## config.mk

```make
export PLATFORM = sky130hd
export DESIGN_NAME = shift_add_multiplier
export DESIGN_NICKNAME = d
export VERILOG_FILES = /design/src/rtl/div_mul_pkg.sv /design/src/rtl/shift_register_aq.sv /design/src/rtl/shift_add_multiplier.sv
export SDC_FILE = /design/constraint.sdc
export NUM_CORES = 1
export LEC_CHECK = 0
export CAP_MARGIN = 10
export CELL_PAD_IN_SITES_DETAIL_PLACEMENT = 2
export CELL_PAD_IN_SITES_GLOBAL_PLACEMENT = 2
export CORE_ASPECT_RATIO = 1.1
export CORE_MARGIN = 3
export CORE_UTILIZATION = 28
export DETAILED_ROUTE_END_ITERATION = 8
export GPL_TIMING_DRIVEN = 0
export HOLD_SLACK_MARGIN = 0.03
export PLACE_DENSITY = 0.81
export SYNTH_ARGS = -nofsm -noshare
export SYNTH_HDL_FRONTEND = slang
export SYNTH_SLANG_ARGS = --single-unit
export TNS_END_PERCENT = 30
```

## constraint.sdc

```tcl
create_clock -name clk -period 1.6 [get_ports clk]
set_input_delay 0.48 -clock clk [delete_from_list [all_inputs] [get_ports clk]]
set_output_delay 0.48 -clock clk [all_outputs]
set_load 0.01 [all_outputs]
```

## src/rtl/div_mul_pkg.sv

```systemverilog
// Shared definitions for the sequential divider and shift-and-add multiplier.
// Holds the FSM state encoding and the default operand width.
package div_mul_pkg;

  localparam int DEFAULT_WIDTH = 4;

  localparam logic [1:0] ST_IDLE = 2'd0;
  localparam logic [1:0] ST_RUN  = 2'd1;
  localparam logic [1:0] ST_DONE = 2'd2;

  // The unused code 2'd3 is treated as IDLE so the FSM always recovers.
  function automatic logic is_idle(input logic [1:0] st);
    return !(st == ST_RUN || st == ST_DONE);
  endfunction

endpackage

```

## src/rtl/shift_register_aq.sv

```systemverilog
// {C,A,Q} right-shift register for the shift-and-add multiplier.
// Each shift step first adds M into A when Q[0] is set, then shifts the carry into A's MSB.
module shift_register_aq
  import div_mul_pkg::*;
#(
  parameter int WIDTH = DEFAULT_WIDTH
) (
  input  logic             clk,
  input  logic             rst,
  input  logic             load,
  input  logic             shift_right_enable,
  input  logic [WIDTH-1:0] load_q,
  input  logic [WIDTH-1:0] m,
  output logic [WIDTH-1:0] a,
  output logic [WIDTH-1:0] q
);

  // {C,A}: the carry only lives within a step, so it is never stored.
  logic [WIDTH:0] sum;

  always_comb begin
    sum = {1'b0, a};
    if (q[0]) sum = {1'b0, a} + {1'b0, m};
  end

  always_ff @(posedge clk or posedge rst) begin
    if (rst) begin
      a <= '0;
      q <= '0;
    end else if (load) begin
      a <= '0;
      q <= load_q;
    end else if (shift_right_enable) begin
      {a, q} <= {sum, q[WIDTH-1:1]};
    end
  end

endmodule

```

## src/rtl/shift_add_multiplier.sv

```systemverilog
// Sequential unsigned shift-and-add multiplier, one product bit per cycle.
// Optional macro ZERO_SKIP_EN: zero operands bypass RUN and complete straight away.
//
// state | meaning
// IDLE  | waiting for start; product holds the last result
// RUN   | one add/shift step per cycle, WIDTH steps
// DONE  | final cycle of the operation; done pulses on the following cycle
module shift_add_multiplier
  import div_mul_pkg::*;
#(
  parameter int WIDTH = DEFAULT_WIDTH
) (
  input  logic               clk,
  input  logic               rst,
  input  logic               start,
  input  logic [WIDTH-1:0]   multiplicand,
  input  logic [WIDTH-1:0]   multiplier,
  output logic               busy,
  output logic               done,
  output logic [2*WIDTH-1:0] product
);

  localparam int CW = $clog2(WIDTH) + 1;
  localparam logic [CW-1:0] LAST_STEP = CW'(WIDTH - 1);

  logic [1:0]       state;
  logic [1:0]       state_nxt;
  logic [WIDTH-1:0] m_reg;
  logic [WIDTH-1:0] a;
  logic [WIDTH-1:0] q;
  logic [CW-1:0]    count;
  logic             load;
  logic             shift_en;
  logic             zero_op;
  logic [WIDTH-1:0] load_q;

`ifdef ZERO_SKIP_EN
  assign zero_op = (multiplicand == '0) || (multiplier == '0);
`else
  assign zero_op = 1'b0;
`endif

  assign load_q = zero_op ? '0 : multiplier;

  always_ff @(posedge clk or posedge rst) begin
    if (rst) state <= ST_IDLE;
    else     state <= state_nxt;
  end

  always_comb begin
    state_nxt = state;
    case (state)
      ST_RUN:  if (count == LAST_STEP) state_nxt = ST_DONE;
      ST_DONE: state_nxt = ST_IDLE;
      default: begin
        state_nxt = ST_IDLE;
        if (start) state_nxt = zero_op ? ST_DONE : ST_RUN;
      end
    endcase
  end

  always_comb begin
    load     = is_idle(state) && start;
    shift_en = (state == ST_RUN);
    busy     = (state == ST_RUN) || (state == ST_DONE);
  end

  // done is registered so it lands one cycle after the final DONE state.
  always_ff @(posedge clk or posedge rst) begin
    if (rst) begin
      done  <= 1'b0;
      count <= '0;
      m_reg <= '0;
    end else begin
      done <= (state == ST_DONE);
      if (load) begin
        count <= '0;
        m_reg <= multiplicand;
      end else if (shift_en) begin
        count <= count + 1'b1;
      end
    end
  end

  shift_register_aq #(.WIDTH(WIDTH)) u_aq (
    .clk                (clk),
    .rst                (rst),
    .load               (load),
    .shift_right_enable (shift_en),
    .load_q             (load_q),
    .m                  (m_reg),
    .a                  (a),
    .q                  (q)
  );

  assign product = {a, q};

endmodule

```

==> impl_metrics.env, run 1 <==
export IMPL_result_of_the_run="finished with violations"
export IMPL_violations_in_the_final_reports="setup timing"
export IMPL_critPathArrivalTime_ps=1160
export IMPL_worstPathCellList="ha_4 > inv_2 > buf_6"
export IMPL_rows=22
export IMPL_multi_input_comb_area_um2=499
export IMPL_post_route_design_area_mm2=0.00135
export IMPL_clock_pin_slew_on_the_worst_setup_and_hold_paths_ps=110
export IMPL_cp_max_fo=3
export IMPL_p_leak_nw=0.642
export IMPL_n_antenna_cell=0
export IMPL_mappedNetlistNets=117
export IMPL_hold_ws_ps=500
export IMPL_regToRegStartpoint="m_reg[0]"
export IMPL_cts_made_buffers=3
export IMPL_routed_wire_length_per_instance_um=14.3
export IMPL_yosysSeqAreaShare=0.451
export IMPL_finalClockSkew_ps=1.39
export IMPL_slowest_stage="dfrtp_1"
export IMPL_timing_final_max_slew_violations=0
export IMPL_grt_antenna_before_repair=0
export IMPL_core_mm2=0.00339
export IMPL_globalRouteTotalUtil=0.124
export IMPL_worstSetupPathType="reg -> out"
export IMPL_max_stage_delay_ps=430
export IMPL_min_period_over_period=1.02
export IMPL_viasPerCell=4.64
export IMPL_ys_ff_latch=18
export IMPL_placement_cell_area_mm2=0.00126
export IMPL_ctsLongestPathBuffers=2
export IMPL_drt_wl_total_um=2460
export IMPL_finalWorstPathRequiredPeriod_ps=1640
export IMPL_ff2ff_path_depth=5
export IMPL_worst_setup_path_endpoint="busy"
export IMPL_internal_power_mw=1.44
export IMPL_first_pass_iters=4
export IMPL_tritoncts_clock_tree="built"
export IMPL_vdd_ir_drop_worst_mv=0.662
export IMPL_share_of_total_power_in_sequential_cells=0.320
export IMPL_worst_slew_pin_tran_ps=721
export IMPL_clk_latency_ps=300
export IMPL_synth_avg_cell_area_um2=10.3
export IMPL_fillerInstances=372
export IMPL_syn_inst=97
export IMPL_cts_sinks=18
export IMPL_drive_gt1_frac=0.210
export IMPL_die_area_mm2=0.00432
export IMPL_detail_route_iter0_violations=7
export IMPL_initial_utilization=0.295
export IMPL_yosys_warnings=0
export IMPL_synth_cell_area_um2=1000
export IMPL_crit_startpoint="state[1]"
export IMPL_finalHoldViolations=0
export IMPL_hold_class="reg -> reg"
export IMPL_p_sw_mw=0.952
export IMPL_worstReg2RegEnd="u_aq.a[0]"
export IMPL_p_per_area_mw_per_mm2=1770
export IMPL_maximum_number_of_pins_on_one_net_before_global_route_repair=19
export IMPL_cts_hold_buffers_added=0
export IMPL_root_buffer="clkbuf_4"
export IMPL_grt_first_pass_wirelength_um=4170
export IMPL_htreeDepth=1
export IMPL_r2r_setup_slack_ps=-20
export IMPL_io_pin_count=21
export IMPL_finalWeightedCongestion=0.700
export IMPL_unrepaired_setup_endpoints_after_global_routing="true"
export IMPL_layout_area_overhead_vs_synth_pct=35.3
export IMPL_fraction_of_power_consumed_by_combinational_cells=0.557
export IMPL_buffer_ports_inserted=20
export IMPL_floorplan_die_height_um=68.7
export IMPL_dpl_hpwl_um=1920
export IMPL_final_cells=172
export IMPL_crit_path_start_kind="flip-flop"
export IMPL_place_inst=165
export IMPL_fmaxAchievable_mhz=610
export IMPL_chipWidth_um=63.0
export IMPL_swShare=0.398
export IMPL_grt_pass1_vias=894
export IMPL_number_of_remaining_drc_errors=0
export IMPL_synth_lib_cells_used_distinct=28
export IMPL_layout_area_seq_um2=450
export IMPL_design_final_nets=145
export IMPL_maxSlewHeadroom=0.519
export IMPL_ant_nets=0
export IMPL_end_kind="output pin"
export IMPL_critPathRequiredTime_ps=1120
export IMPL_worst_slack_ps=-39.5
export IMPL_clock_power_share=0.122
export IMPL_grt_overflow_total=0
export IMPL_fin_util=0.399
export IMPL_report_final_setup_viol=2
export IMPL_route_vias_total=798
export IMPL_drv_cap=0
final cells by class:
class,instances,share of cell area
multi-input combinational,65,0.369
clock buffer,4,0.0268
inverter,9,0.0250
buffer,5,0.0444
timing repair buffer,23,0.157
tap,48,0.0444
sequential,18,0.333
logic make-up after synthesis:
logic type,synth area share
AOI/OAI and AO/OA,0.123
xor gates and xnor gates,0.0175
DFF,0.451
muxes,0.0751
and+or+nand+nor,0.121
adders and majority gates,0.120
buffers and inverters,0.0926
cells in the mapped netlist, drive strengths merged:
library cell | instances | area [um^2]
dfrtp | 18 | 450
nand2 | 18 | 70.1
inv | 9 | 33.8
o21ai | 9 | 45.0
ha | 8 | 100
mux2i | 6 | 60.1
nor2 | 5 | 18.8
a211oi | 3 | 27.5
buf | 3 | 31.3
clkbuf | 2 | 27.5
o21a | 2 | 15.0
xnor2 | 2 | 17.5
a21o | 1 | 7.51
a21oi | 1 | 5.00
a31oi | 1 | 6.26
and2 | 1 | 7.51
fa | 1 | 20.0
mux2 | 1 | 15.0
nand2b | 1 | 6.26
nand4 | 1 | 6.26
nor2b | 1 | 6.26
o2111ai | 1 | 8.76
o31ai | 1 | 7.51
or3 | 1 | 6.26
critical path, delay by kind of cell, from the launching register on:
family | cells | cell delay, ps
fa+ha+maj | 1 | 290
buf+inv | 2 | 140
flops | 1 | 430
layout by cell type, fill, tap and decap left out, drive strengths merged, types with 2 or more instances in the layout:
cell | netlist | routed
dfrtp | 18 | 18
nand2 | 18 | 18
clkdlybuf4s50 | 0 | 10
o21ai | 9 | 9
dlygate4sd2 | 0 | 9
inv | 9 | 9
ha | 8 | 8
buf | 3 | 8
mux2i | 6 | 6
nor2 | 5 | 5
clkbuf | 2 | 5
a211oi | 3 | 3
o21a | 2 | 2
xnor2 | 2 | 2
power by group through the flow:
| stage | combinational, mW | sequential (mW) | clock (mW) |
|---|---|---|---|
| after floorplan | 0.797 | 0.775 | 0 |
| after global placement | 1.19 | 0.759 | 0 |
| after detailed placement | 1.27 | 0.775 | 0 |
| after CTS | 1.30 | 0.761 | 0.303 |
| after global routing | 1.48 | 0.792 | 0.335 |
| final | 1.33 | 0.766 | 0.292 |
timing repair:
| action | CTS | global route |
|---|---|---|
| setup endpoints to repair | 13 | 5 |
| pin swaps | 2 | 1 |
| hold endpoints to repair | 0 | 0 |
| buffers inserted | 3 | 0 |
| resized for setup | 17 | 7 |
through the flow:
step | setup slack [ps] | setup TNS (ps) | power (mW)
detailed placement | -185 | -420 | 2.05
global placement | -171 | -174 | 1.95
CTS | -146 | -198 | 2.36
global route | -105 | -174 | 2.61
finish | -39.5 | -62.6 | 2.39
floorplan | 33.9 | 0 | 1.57
worst min path at each step:
| stage | start | slack (ps) | to | cells after the start |
|---|---|---|---|---|
| floorplan | rst | 420 | count[0] | 1 |
| global placement | m_reg[3] | 480 | m_reg[3] | 2 |
| detailed placement | m_reg[2] | 480 | m_reg[2] | 2 |
| CTS | m_reg[2] | 510 | m_reg[2] | 2 |
| global route | m_reg[2] | 530 | m_reg[2] | 2 |
| finish | m_reg[2] | 500 | m_reg[2] | 2 |
routing by layer:
layer / part of all wire / GRT usage / vias up
li1: - / - / 374
met1: 0.39 / 0.134 / 412
met2: 0.57 / 0.254 / 9
met3: 0.025 / 0.0211 / 3
met4: 0.0081 / 0.0248 / 0
met5: 0 / 0 / -
No activity file was read; power rests on OpenSTA's default activity.
==> inputs of run 2 (changes only) <==
PLACE_DENSITY = 0.8   (was 0.81)
SYNTH_HIERARCHICAL = 1   (was unset)
==> run 2 against run 1 <==
  * The flow still finishes with violations (setup timing)
  * Critical path depth unchanged
  * Combinational power rose by 14%
  * Fmax up 0.52%
  * Synthesized cell count down 6.2%
  * Largest cell class unchanged
  * Highest routed layer unchanged
==> impl_metrics.env, run 2 <==
export IMPL_final_cells=171
export IMPL_clk_latency_ps=300
export IMPL_report_final_setup_viol=1
export IMPL_timing_final_max_slew_violations=0
export IMPL_n_antenna_cell=0
export IMPL_viasPerCell=4.61
export IMPL_tritoncts_clock_tree="built"
export IMPL_result_of_the_run="finished with violations"
export IMPL_p_per_area_mw_per_mm2=1820
export IMPL_min_period_over_period=1.02
export IMPL_io_pin_count=21
export IMPL_route_vias_total=788
export IMPL_grt_overflow_total=0
export IMPL_ff2ff_path_depth=6
export IMPL_r2r_setup_slack_ps=20
export IMPL_fillerInstances=383
export IMPL_yosysSeqAreaShare=0.452
export IMPL_dpl_hpwl_um=1700
export IMPL_hold_class="in -> async"
export IMPL_core_mm2=0.00339
export IMPL_finalPower_mw=2.57
export IMPL_critPathArrivalTime_ps=1150
export IMPL_drv_cap=0
export IMPL_design_final_nets=144
export IMPL_root_buffer="clkbuf_4"
export IMPL_detail_route_iter0_violations=37
export IMPL_fmaxAchievable_mhz=613
export IMPL_final_setup_tns_ps=-31.1
export IMPL_post_synth_top_count_cell="dfrtp_1"
export IMPL_cts_hold_buffers_added=0
export IMPL_unrepaired_setup_endpoints_after_global_routing="true"
export IMPL_finalWeightedCongestion=0.656
export IMPL_netlist_top_cells_count="dfrtp_1, inv_1, ha_1, mux2i_1, o21ai_0"
export IMPL_post_route_design_area_mm2=0.00141
export IMPL_post_synth_main_area_contributors="dfrtp_1, ha_1, mux2i_1"
export IMPL_regToRegStartpoint="u_aq/a[1]"
export IMPL_syn_inst=91
export IMPL_chipWidth_um=62.9
export IMPL_cp_max_fo=2
export IMPL_worst_slew_pin_tran_ps=404
export IMPL_buffer_ports_inserted=20
export IMPL_place_inst=159
export IMPL_grt_antenna_before_repair=0
export IMPL_initial_utilization=0.295
export IMPL_number_of_remaining_drc_errors=0
export IMPL_finalClockSkew_ps=2.61
export IMPL_final_cell_mix="dfrtp_1, clkdlybuf4s50_1, dlygate4sd2_1, buf_4"
export IMPL_synth_lib_cells_used_distinct=27
export IMPL_p_leak_nw=0.659
export IMPL_crit_path_start_kind="flip-flop"
export IMPL_ant_nets=0
export IMPL_routed_wire_length_per_instance_um=15.5
export IMPL_max_stage_delay_ps=430
export IMPL_first_pass_iters=3
export IMPL_end_kind="output pin"
export IMPL_vdd_ir_drop_worst_mv=0.685
export IMPL_cts_made_buffers=3
export IMPL_yosys_warnings=6
export IMPL_worstReg2RegEnd="u_aq/a[2]"
export IMPL_path_buf_inv=2
export IMPL_worst_slack_ps=-31.1
export IMPL_finalHoldViolations=0
export IMPL_fraction_of_synthesized_cell_area_taken_by_the_top_area_cell_type=0.452
export IMPL_drive_gt1_frac=0.293
export IMPL_ctsLongestPathBuffers=2
export IMPL_floorplan_die_height_um=68.6
export IMPL_maximum_number_of_pins_on_one_net_before_global_route_repair=12
export IMPL_cts_sinks=18
export IMPL_ys_ff_latch=18
export IMPL_grt_pass1_vias=929
export IMPL_htreeDepth=1
export IMPL_drt_wl_total_um=2650
export IMPL_worstSetupPathType="reg -> out"
export IMPL_worstPathCellList="ha_4 > inv_2 > buf_6"
export IMPL_violations_in_the_final_reports="setup timing"
export IMPL_synth_edff_count=0
export IMPL_rows=22
export IMPL_die_area_mm2=0.00431
export IMPL_pre_cts_ws_ps=-336
export IMPL_maxSlewHeadroom=0.730
export IMPL_layout_area_overhead_vs_synth_pct=41.4
export IMPL_mostFrequentLayoutCell="dfrtp_1"
export IMPL_synth_avg_cell_area_um2=11.0
export IMPL_placement_cell_area_mm2=0.00126
export IMPL_synth_cell_area_um2=997
export IMPL_crit_family="flip-flops"
export IMPL_grt_first_pass_wirelength_um=4240
export IMPL_asyncSetResetFlopFracSynth=1.00
export IMPL_mappedNetlistNets=111
export IMPL_slowest_stage="dfrtp_1"
export IMPL_clock_pin_slew_on_the_worst_setup_and_hold_paths_ps=110
export IMPL_globalRouteTotalUtil=0.126
export IMPL_finalWorstPathRequiredPeriod_ps=1630
export IMPL_synth_largest_area_cell="dfrtp_1"
export IMPL_yosys_most_used_dff="dfrtp_1"
export IMPL_critPathRequiredTime_ps=1120
## run 2: cell count changes after synthesis, moves of 2 or more
cell / previous run / this run
o21ai_0: 9 / 7
nand2b_1: 1 / 3
mux2_4: 1 / 4
a21oi_1: 1 / 4
nand2_1: 17 / 5
clkbuf_8: 2 / 0
## run 2: logic make-up (layout without fill, tap and decap cells)
kind of cell	after synthesis	in the layout	synth area share
mux	12	12	0.142
compound gates	17	17	0.0991
buf+inv	14	46	0.0715
xor+xnor	2	2	0.0176
simple gates	19	19	0.0979
flops	18	18	0.452
fa+ha+maj	9	9	0.120
## run 2: area by class of cell
class,instances,area (um^2),area share
Tap cell,48,60.1,0.0426
Multi-Input combinational cell,59,536,0.380
Clock buffer,4,36.3,0.0257
Sequential cell,18,450,0.319
Buffer,4,38.8,0.0275
Timing Repair Buffer,28,251,0.178
Inverter,10,37.5,0.0266
## run 2: repair_timing
action | CTS | global route
endpoints found under the setup margin | 18 | 7
gates resized for setup | 16 | 14
pin swaps | 3 | 4
setup buffers | 6 | 2
## run 2: stage by stage
step | hold slack [ps] | util
floorplan | 296 | -
global placement | 508 | 0.371
detailed placement | 508 | 0.371
CTS | 466 | 0.392
global route | 467 | 0.416
finish | 457 | 0.416
## run 2: how the worst max path moves through the flow
stage	startpoint	endpoint	slack (ps)	cells after the start
after floorplan	u_aq/a[0]	u_aq/a[1]	50	6
after global placement	start	u_aq/q[3]	-290	5
after detailed placement	start	u_aq/q[3]	-340	5
after CTS	state[1]	busy	-90	3
after global routing	state[1]	busy	-90	3
final	state[1]	busy	-30	3
## run 2: power breakdown
part | total (mW) | internal, mW | switching, mW
sequential | 0.757 | 0.631 | 0.126
clock | 0.296 | 0.139 | 0.157
combinational | 1.52 | 0.814 | 0.705
## run 2: layer usage
| layer | global-route usage | share of wire |
|---|---|---|
| met5 | 0 | 0 |
| met3 | 0.0227 | 0.035 |
| met2 | 0.237 | 0.56 |
| met1 | 0.144 | 0.39 |
| met4 | 0.0496 | 0.0087 |
==> inputs of run 3 (changes only) <==
CAP_MARGIN = 20   (was 10)
==> results of run 3 <==
The final DEF is identical to that of run 2; final timing and power are the same.
